[src/rtl/op1_stager.sv]
// Operand-1 pipeline stage: picks register or immediate operand, assembles long
// immediates from prefix instructions, and registers the result behind valid/ready.
module op1_stager #(
    parameter int DW      = 8,
    parameter int IW      = 9,
    parameter int IMM_W   = 5,
    parameter int PFX_W   = 3,
    parameter int MAX_PFX = 1
) (
    input  logic          clk,
    input  logic          reset_n,
    input  logic          flush,
    input  logic          instr_valid,
    output logic          instr_ready,
    input  logic [IW-1:0] instr,
    input  logic          is_prefix,
    input  logic [1:0]    op1_sel,
    input  logic [DW-1:0] reg1_value,
    output logic          op1_valid,
    input  logic          op1_ready,
    output logic [DW-1:0] op1,
    output logic          pfx_err
);

    localparam int PFX_TOT = PFX_W * MAX_PFX;
    localparam int LW      = PFX_TOT + IMM_W;
    localparam int XW      = (LW > DW) ? LW : DW;
    localparam int CNT_W   = $clog2(MAX_PFX + 1);

    typedef enum logic [0:0] {IDLE, PFX} state_t;

    state_t             state, state_n;
    logic [PFX_TOT-1:0] pfx_reg, pfx_reg_n;
    logic [CNT_W-1:0]   pfx_cnt, pfx_cnt_n;
    logic [DW-1:0]      op1_n, sel_val;
    logic               op1_valid_n, pfx_err_n;
    logic               accept;
    logic [IMM_W-1:0]   imm;
    logic [XW-1:0]      long_imm;
    logic               unused_instr_bits;

    always_ff @(posedge clk) begin
        if (!reset_n) begin
            state     <= IDLE;
            pfx_reg   <= '0;
            pfx_cnt   <= '0;
            op1       <= '0;
            op1_valid <= 1'b0;
            pfx_err   <= 1'b0;
        end else begin
            state     <= state_n;
            pfx_reg   <= pfx_reg_n;
            pfx_cnt   <= pfx_cnt_n;
            op1       <= op1_n;
            op1_valid <= op1_valid_n;
            pfx_err   <= pfx_err_n;
        end
    end

    always_comb begin
        state_n           = state;
        pfx_reg_n         = pfx_reg;
        pfx_cnt_n         = pfx_cnt;
        op1_n             = op1;
        op1_valid_n       = op1_valid;
        pfx_err_n         = 1'b0;
        unused_instr_bits = ^instr;

        instr_ready = !flush && (!op1_valid || op1_ready);
        accept      = instr_valid && instr_ready;
        imm         = instr[IMM_W-1:0];
        // Zero-extend or truncate the prefix/immediate concatenation to DW.
        long_imm    = XW'({pfx_reg, imm});

        case (op1_sel)
            2'd0:    sel_val = reg1_value;
            2'd1:    sel_val = DW'(imm);
            2'd2:    sel_val = DW'($signed(imm));
            default: sel_val = long_imm[DW-1:0];
        endcase

        if (flush) begin
            op1_valid_n = 1'b0;
            pfx_reg_n   = '0;
            pfx_cnt_n   = '0;
            state_n     = IDLE;
        end else if (accept && is_prefix) begin
            // Newest chunk enters at the bottom; the oldest falls off the top when full.
            pfx_reg_n = PFX_TOT'({pfx_reg, instr[PFX_W-1:0]});
            if (pfx_cnt == CNT_W'(MAX_PFX))
                pfx_err_n = 1'b1;
            else
                pfx_cnt_n = pfx_cnt + CNT_W'(1);
            state_n = PFX;
            if (op1_ready)
                op1_valid_n = 1'b0;
        end else if (accept) begin
            op1_n       = sel_val;
            op1_valid_n = 1'b1;
            if (state == PFX && op1_sel != 2'd3)
                pfx_err_n = 1'b1;
            pfx_reg_n = '0;
            pfx_cnt_n = '0;
            state_n   = IDLE;
        end else if (op1_ready) begin
            op1_valid_n = 1'b0;
        end
    end

endmodule
[config.mk]
export PLATFORM = sky130hd
export DESIGN_NAME = op1_stager
export DESIGN_NICKNAME = d
export VERILOG_FILES = /design/src/rtl/op1_stager.sv
export SDC_FILE = /design/constraint.sdc
export NUM_CORES = 1
export LEC_CHECK = 0
export ABC_AREA = 1
export BUFFER_PORTS_ARGS = -buffer_cell sky130_fd_sc_hd__buf_2
export CORE_AREA = 2 2 47 49
export DETAILED_ROUTE_END_ITERATION = 10
export DIE_AREA = 0 0 49 51
export PLACE_DENSITY = 0.8
export SYNTH_ARGS = -nofsm -noshare
export SYNTH_HDL_FRONTEND = slang
export SYNTH_SLANG_ARGS = --single-unit
[constraint.sdc]
create_clock -name clk -period 0.95 [get_ports clk]
set_input_delay 0.19 -clock clk [delete_from_list [all_inputs] [get_ports clk]]
set_output_delay 0.19 -clock clk [all_outputs]
set_load 0.02 [all_outputs]
# Word-level counts from Yosys, hierarchy flattened
# Cells that the tools add are included.
# classes
eq_ne,3
div_mod_pow,0
shift,0
order_cmp,0
addsub,1
n_mul,0
reduce_logical,11
n_mux,14
bitwise_logic,3
# op_table
op,n
8-bit case mux with 3 select lines,1
1-bit 2-to-1 mux,11
3-bit 2-to-1 mux,2
1-bit logical AND,4
1-bit inverter,3
3-bit AND reduction,1
"2-bit by 1-bit equality test with 1-bit output, second input constant",1
"2-bit equality test, second input constant",1
1-bit logical NOT,2
2-bit logical NOT,1
"2-bit inequality test, second input constant",1
2-bit nonzero test,1
2-bit OR reduction,1
"1-bit adder, second input constant",1
1-bit logical OR,1
# totals
input_bits,25
rom_bits,0
wordCells,38
memories,0
regBits,15
latchBits,0
mem_bits_rw,0

# Longest topological paths before layout
# Gate-level depths: netlist of the first run.
# depth
ltp_word,7
depth_mapped,7

# Worst setup path after synthesis of the first run
# No wires, ideal clock.
# synth_path
path_type,flip-flop to flip-flop
from,register op1_valid
to,register op1[7]
path_buffers,1
setup_ps,113
path_stages_with_launch,7
t_arrival_ps,929
synth_period_minus_slack_ps,1042
slack_ps,-92
path_cell_list,dfxtp_1 nand2_4 nand4_4 buf_6 nand2_2 nand2_1 nor2_1
# synth_via
elab_chain_cells,7
# synth_rtl
element,line_no,source
"start, declared",19,"output logic op1_valid,"
"start signal, assigned",55,op1_valid <= op1_valid_n;
1-bit logical NOT (*),69,instr_ready = !flush && (!op1_valid || op1_ready);
1-bit logical OR (*),69,
1-bit logical AND (*),69,
1-bit logical AND (*),70,accept = instr_valid && instr_ready;
1-bit logical AND,87,end else if (accept && is_prefix) begin
1-bit inverter (no source line),-,
3-bit AND reduction (no source line) (*),-,
"end signal, assigned",54,op1 <= op1_n;
"end, declared",21,"output logic [DW-1:0] op1,"
# Every way passes the cells marked *; elsewhere a longest branch is shown, timed or not.
# A chain may end at the register's enable or synchronous reset.

# Final worst setup path of the first run
# layout_path
from,register op1_valid
to,register state
# layout_via
elab_chain_cells,6
# layout_rtl
element,line_no,source
1-bit logical NOT (*),69,
1-bit logical OR (*),69,
1-bit logical AND (*),69,
1-bit logical AND (*),70,
1-bit logical AND,87,
1-bit 2-to-1 mux / 2-bit nonzero test (equally long branches),-,
"end signal, assigned",51,state <= state_n;
"end, declared",32,"state_t state, state_n;"
# Marks and branches as above.

==> results of run 1 <==
[layout by cell type, fill, tap and decap left out]
| cell | Yosys | layout |
|---|---|---|
| nand4_1 | 1 | 1 |
| nand4_4 | 1 | 3 |
| nand2_2 | 1 | 4 |
| nand2_4 | 1 | 1 |
| dfxtp_1 | 14 | 4 |
| nor2_2 | 1 | 4 |
| buf_4 | 0 | 7 |
| a21oi_4 | 0 | 1 |
| inv_1 | 16 | 16 |
| clkbuf_8 | 1 | 1 |
| a21oi_1 | 3 | 2 |
| nand3b_1 | 1 | 1 |
| buf_2 | 0 | 21 |
| buf_6 | 2 | 10 |
| clkbuf_4 | 0 | 3 |
| nor2_1 | 25 | 22 |
| o21ai_0 | 5 | 5 |
| dfxtp_2 | 0 | 9 |
| nand3_1 | 5 | 4 |
| dfxtp_4 | 0 | 1 |
| a211oi_1 | 1 | 1 |
| inv_2 | 2 | 2 |
| nand3_2 | 0 | 1 |
| nand2_1 | 34 | 31 |
[cell type report]
class	instances	share of cell area (%)
clock buffer	4	3.208
inverter	18	5.973
multi-input combinational	81	37.72
sequential	14	26.11
tap	28	3.097
timing repair buffer	38	23.89
[logic make-up (layout without fill, tap and decap cells)]
kind of cell	count (synthesis)	count (layout)
flops	14	14
buf+inv	21	60
simple gates	70	72
compound gates	9	9
[routing by layer]
layer / wire, µm / global-route usage (%) / up-vias
met5: 0 / 0 / -
met1: 892 / 18.94 / 380
met4: 53 / 8.095 / 0
met2: 1208 / 35.39 / 33
met3: 116 / 4.971 / 8
li1: - / - / 433
[worst paths after layout]
| kind | start | slack (ps) | endpoint | cells past startpoint |
|---|---|---|---|---|
| min reg2reg | state | 480 | pfx_err | 2 |
| min | reset_n | 180 | op1[0] | 3 |
| max | op1_valid | -160 | state | 4 |
| max reg2reg | op1_valid | -160 | state | 4 |
[critical path, cell delays in order (launching register included)]
cell     delay [ps]
dfxtp_4         370
nand2_4         120
nand4_1         200
buf_4           200
a21oi_1         150
[power breakdown]
group	total (mW)	internal (mW)	leakage (nW)	switching [mW]
Sequential	0.625	0.609	0.119	0.0154
Clock	0.437	0.234	0.0210	0.204
Combinational	0.305	0.133	0.453	0.172
[synth_stat cells (all sizes together)]
cell type / instances
dfxtp: 14
nand3: 5
nand4: 2
clkbuf: 1
buf: 2
o21ai: 5
nand2: 36
nand3b: 1
nor2: 26
inv: 18
a21oi: 3
a211oi: 1
[through the flow]
step	util (%)	hold slack (ps)
global placement	45.18	449.8
global route	54.82	181.9
finish	54.82	175.9
CTS	51.06	169.4
floorplan	-	381.6
detailed placement	45.18	462.5
[timing repair]
action | 4_1_cts | 5_1_grt
gates resized for setup | 22 | 18
buffers inserted | 1 | 1
setup endpoints to repair | 21 | 23
gates cloned | 1 | 1
pin swaps | 1 | 0
==> results.sh, run 1 <==
export IMPL_synth_mux_area_share_pct=0
export IMPL_fin_crit_sh_pct=116.7
export IMPL_dieWidth_um=49
export IMPL_critPathCaptureType="register"
export IMPL_path_clk_slew_ps=90
export IMPL_hp_class="input pin to register"
export IMPL_fill_cells=197
export IMPL_cts_buffers=3
export IMPL_initial_core_util_pct=35.72
export IMPL_rsz0062_at_grt="yes"
export IMPL_core_area_um2=2063
export IMPL_largest_register_ffs=8
export IMPL_synth_top_cell_by_area="dfxtp_1"
export IMPL_antenna_cells=0
export IMPL_setup_violations_final=13
export IMPL_cts_sinks=14
export IMPL_drt_iter0_markers=39
export IMPL_yosys_area_share_simple_pct=41.43
export IMPL_nNetsFinal=181
export IMPL_multi_input_area_um2=426.7
export IMPL_routabilityCongestion=0.7168
export IMPL_hold_buffers=0
export IMPL_worst_ep_arrival_time_ps=1330
export IMPL_violations="setup timing"
export IMPL_stdcell_count=183
export IMPL_viasPerCell=4.667
export IMPL_totalPowerFinal_mw=1.367
export IMPL_leakage_nw=0.5924
export IMPL_power_density_nw_per_um2=1208
export IMPL_peakVddDrop_uv=1046
export IMPL_worstPathRequired_ps=1170
export IMPL_area_delta_synth_final_pct=53.48
export IMPL_dp_hpwl_mm=1.312
export IMPL_synth_top_area_share_pct=38.03
export IMPL_ys_types=17
export IMPL_fin_crit_ps=1108
export IMPL_grt_use_total_pct=18.53
export IMPL_wl_per_cell_um=12.40
export IMPL_synth_compound_area_share_pct=6.452
export IMPL_hold_viol=0
export IMPL_row_count=17
export IMPL_dr_total_vias=854
export IMPL_antenna_found_initial=0
export IMPL_fp_dieH_um=51
export IMPL_cts_root_buf="clkbuf_4"
export IMPL_synth_xor_area_share_pct=0
export IMPL_status="finished, violations left"
export IMPL_final_antenna_net_count=0
export IMPL_drv_cap=0
export IMPL_fin_skew_ps=5.771
export IMPL_path_max_fanout=6
export IMPL_slew_violations=0
export IMPL_start_kind="register"
export IMPL_syn_instance_count=114
export IMPL_clk_latency_ps=290
export IMPL_yosys_warnings=0
export IMPL_netlist_area_um2=737.0
export IMPL_wl_mm=2.270
export IMPL_synth_seq_area_share_pct=38.03
export IMPL_tightest_slew_ps=289.9
export IMPL_synth_fa_ha_area_share_pct=0
export IMPL_drcViolationCount=0
export IMPL_finalWorstSetupSlack_ps=-158.2
export IMPL_grt_max_degree=10
export IMPL_first_pass_iters=4
export IMPL_syn_avg_cell_area_um2=6.465
export IMPL_design_area_um2=1131
export IMPL_htreeDepth=1
export IMPL_ioPinCount=36
export IMPL_seqCellArea_um2=295.3
export IMPL_ys_ff_latch=14
export IMPL_place_inst=175
export IMPL_die_area_um2=2499
export IMPL_grt_pass1_wl_mm=3.443
export IMPL_slew_headroom_pct=80.65
export IMPL_synth_area_top_cells="dfxtp_1 (38%), nand2_1 (17%), nor2_1 (13%)"
export IMPL_io_buffers=31
export IMPL_dpl_cell_area_um2=932.1
export IMPL_synth_fp_nets=139
export IMPL_synth_top_family_by_area="simple AND/OR/NAND/NOR gates"
export IMPL_cts_tree="done"
export IMPL_pre_cts_slack_ps=-78.04
export IMPL_timing_fmax_ghz=0.9023
export IMPL_tns_ps=-728.8
export IMPL_grt_pass1_vias=815
export IMPL_path_class="register to register"
export IMPL_cts_buffer_depth=2
export IMPL_drive_above_1_share_pct=43.87
export IMPL_gr_total_overflow=0
Note: power is estimated with default switching activity, not from simulation.
==> inputs of run 2 (changes only) <==
==> constraint.sdc (replaced) <==
create_clock -name clk -period 0.9 [get_ports clk]
set_input_delay 0.18 -clock clk [delete_from_list [all_inputs] [get_ports clk]]
set_output_delay 0.18 -clock clk [all_outputs]
set_load 0.02 [all_outputs]
==> run 2 against run 1 <==
Net effect: the run still ends with setup timing left; clock power up 8.9%; sequential share of layout area increased by 0.058 points; sequential power rose by 5.3%; fmax is 0.62% lower; worst hold slack improved by 21 ps; core utilization shrank 0.12 points; first-iteration DRC count fell by 49%; final area decreased by 0.22%; die area is the same; largest power group unchanged; non-clock buffer count rose by 1.
==> results.sh, run 2 (synthesis results as in run 1) <==
export IMPL_path_max_fanout=6
export IMPL_antenna_cells=0
export IMPL_hold_viol=0
export IMPL_violations="setup timing"
export IMPL_cts_sinks=14
export IMPL_drive_above_1_share_pct=42.31
export IMPL_cts_tree="done"
export IMPL_worstPathRequired_ps=1140
export IMPL_fill_cells=199
export IMPL_dieWidth_um=49
export IMPL_routabilityCongestion=0.7873
export IMPL_io_buffers=31
export IMPL_ioPinCount=36
export IMPL_htreeDepth=1
export IMPL_power_density_nw_per_um2=1282
export IMPL_path_class="register to register"
export IMPL_worst_ep_arrival_time_ps=1350
export IMPL_cts_buffers=3
export IMPL_fin_crit_sh_pct=123.9
export IMPL_dr_total_vias=845
export IMPL_setup_violations_final=24
export IMPL_path_clk_slew_ps=90
export IMPL_critPathSlowestCell="dfxtp_4"
export IMPL_grt_pass1_vias=828
export IMPL_wl_per_cell_um=11.77
export IMPL_fin_skew_ps=4.510
export IMPL_pre_cts_slack_ps=-117.0
export IMPL_wl_mm=2.166
export IMPL_core_area_um2=2063
export IMPL_grt_use_total_pct=17.56
export IMPL_leakage_nw=0.5917
export IMPL_rsz0062_at_grt="yes"
export IMPL_final_common_cell="nand2_1"
export IMPL_hp_class="input pin to register"
export IMPL_gr_total_overflow=0
export IMPL_slew_headroom_pct=79.56
export IMPL_dp_hpwl_mm=1.335
export IMPL_cts_root_buf="clkbuf_4"
export IMPL_viasPerCell=4.592
export IMPL_crit_chain="nand2_4, nand4_1, nor2_1, nor2_1, nor2_1"
export IMPL_fin_crit_ps=1115
export IMPL_slew_violations=0
export IMPL_drt_iter0_markers=20
export IMPL_first_pass_iters=4
export IMPL_status="finished, violations left"
export IMPL_totalPowerFinal_mw=1.446
export IMPL_initial_core_util_pct=35.72
export IMPL_final_antenna_net_count=0
export IMPL_max_stage_delay_ps=370
export IMPL_finalWorstSetupSlack_ps=-215.2
export IMPL_clk_latency_ps=300
export IMPL_fp_dieH_um=51
export IMPL_cp_common_cell="nor2_1"
export IMPL_antenna_found_initial=0
export IMPL_whs_ps=197.1
export IMPL_peakVddDrop_uv=638.7
export IMPL_row_count=17
export IMPL_final_cell_mix="nand2_1 (34), nor2_1 (23), buf_2 (20)"
export IMPL_tightest_slew_ps=306.3
export IMPL_tns_ps=-1787
export IMPL_nNetsFinal=182
export IMPL_start_kind="register"
export IMPL_drcViolationCount=0
export IMPL_area_delta_synth_final_pct=53.14
export IMPL_timing_fmax_ghz=0.8967
export IMPL_die_area_um2=2499
export IMPL_largest_register_ffs=8
export IMPL_drv_cap=0
export IMPL_crit_family="simple AND/OR/NAND/NOR gates"
export IMPL_cts_buffer_depth=2
export IMPL_cp_num_buf_inv=0
export IMPL_critPathCaptureType="register"
export IMPL_grt_pass1_wl_mm=3.332
export IMPL_grt_max_degree=12
[run 2: cell types whose count changed in the layout (fill, tap and decap cells not counted)]
cell / previous run / this run
buf_4: 7 / 9
buf_2: 21 / 20
a21oi_2: 0 / 1
nand2_2: 4 / 1
nor2_1: 22 / 23
a211oi_1: 1 / 0
a211oi_2: 0 / 1
nor2_2: 4 / 3
nand2_1: 31 / 34
a21oi_4: 1 / 0
[run 2: metal layers]
layer / GRT usage [%] / vias to the layer above / routed length [µm]
met1: 17.06 / 377 / 842
met5: 0 / - / 0
met4: 11.43 / 0 / 50
li1: - / 435 / -
met3: 2.632 / 5 / 77
met2: 34.47 / 28 / 1197
[run 2: worst register-to-register path, delay by kind of cell (launching register included)]
kind	cells	cell delay (ps)
flops	1	370
simple gates	5	690
[run 2: what timing repair did]
action | in CTS | in global routing
endpoints found under the setup margin | 23 | 25
hold buffers | 0 | 0
resized for setup | 32 | 5
cloned | 2 | 0
pin swaps | 2 | 1
hold endpoints to repair | 0 | 0
buffers inserted | 1 | 4
[run 2: power by group]
part	internal [mW]	total [mW]	switching [mW]
Sequential	0.643	0.658	0.0154
Clock	0.247	0.476	0.229
Combinational	0.138	0.312	0.174
Total	1.03	1.45	0.418
[run 2: stage by stage]
stage | std cells | instance area (µm²) | utilization [%]
floorplan | 114 | 740.7 | -
global placement | 173 | 917.1 | 44.45
detailed placement | 173 | 917.1 | 44.45
CTS | 180 | 1082 | 52.46
global route | 184 | 1129 | 54.70
finish | 184 | 1129 | 54.70
[run 2: path summary, 6_finish.rpt]
path                  start          to  slack (ps)  depth (start not counted)
setup / recovery  op1_valid  pfx_reg[2]        -220                          5
setup reg to reg  op1_valid  pfx_reg[2]        -220                          5
hold reg to reg       state     pfx_err         480                          2
hold / removal      reset_n      op1[4]         200                          3
[run 2: cell type report]
type / count / area (µm²) / area share [%]
clock buffers: 4 / 36.28 / 3.215
inverters: 18 / 67.56 / 5.987
multi-input cells: 81 / 414.1 / 36.70
flip-flops and latches: 14 / 295.3 / 26.16
well taps: 28 / 35.03 / 3.104
repair buffers: 39 / 280.3 / 24.83
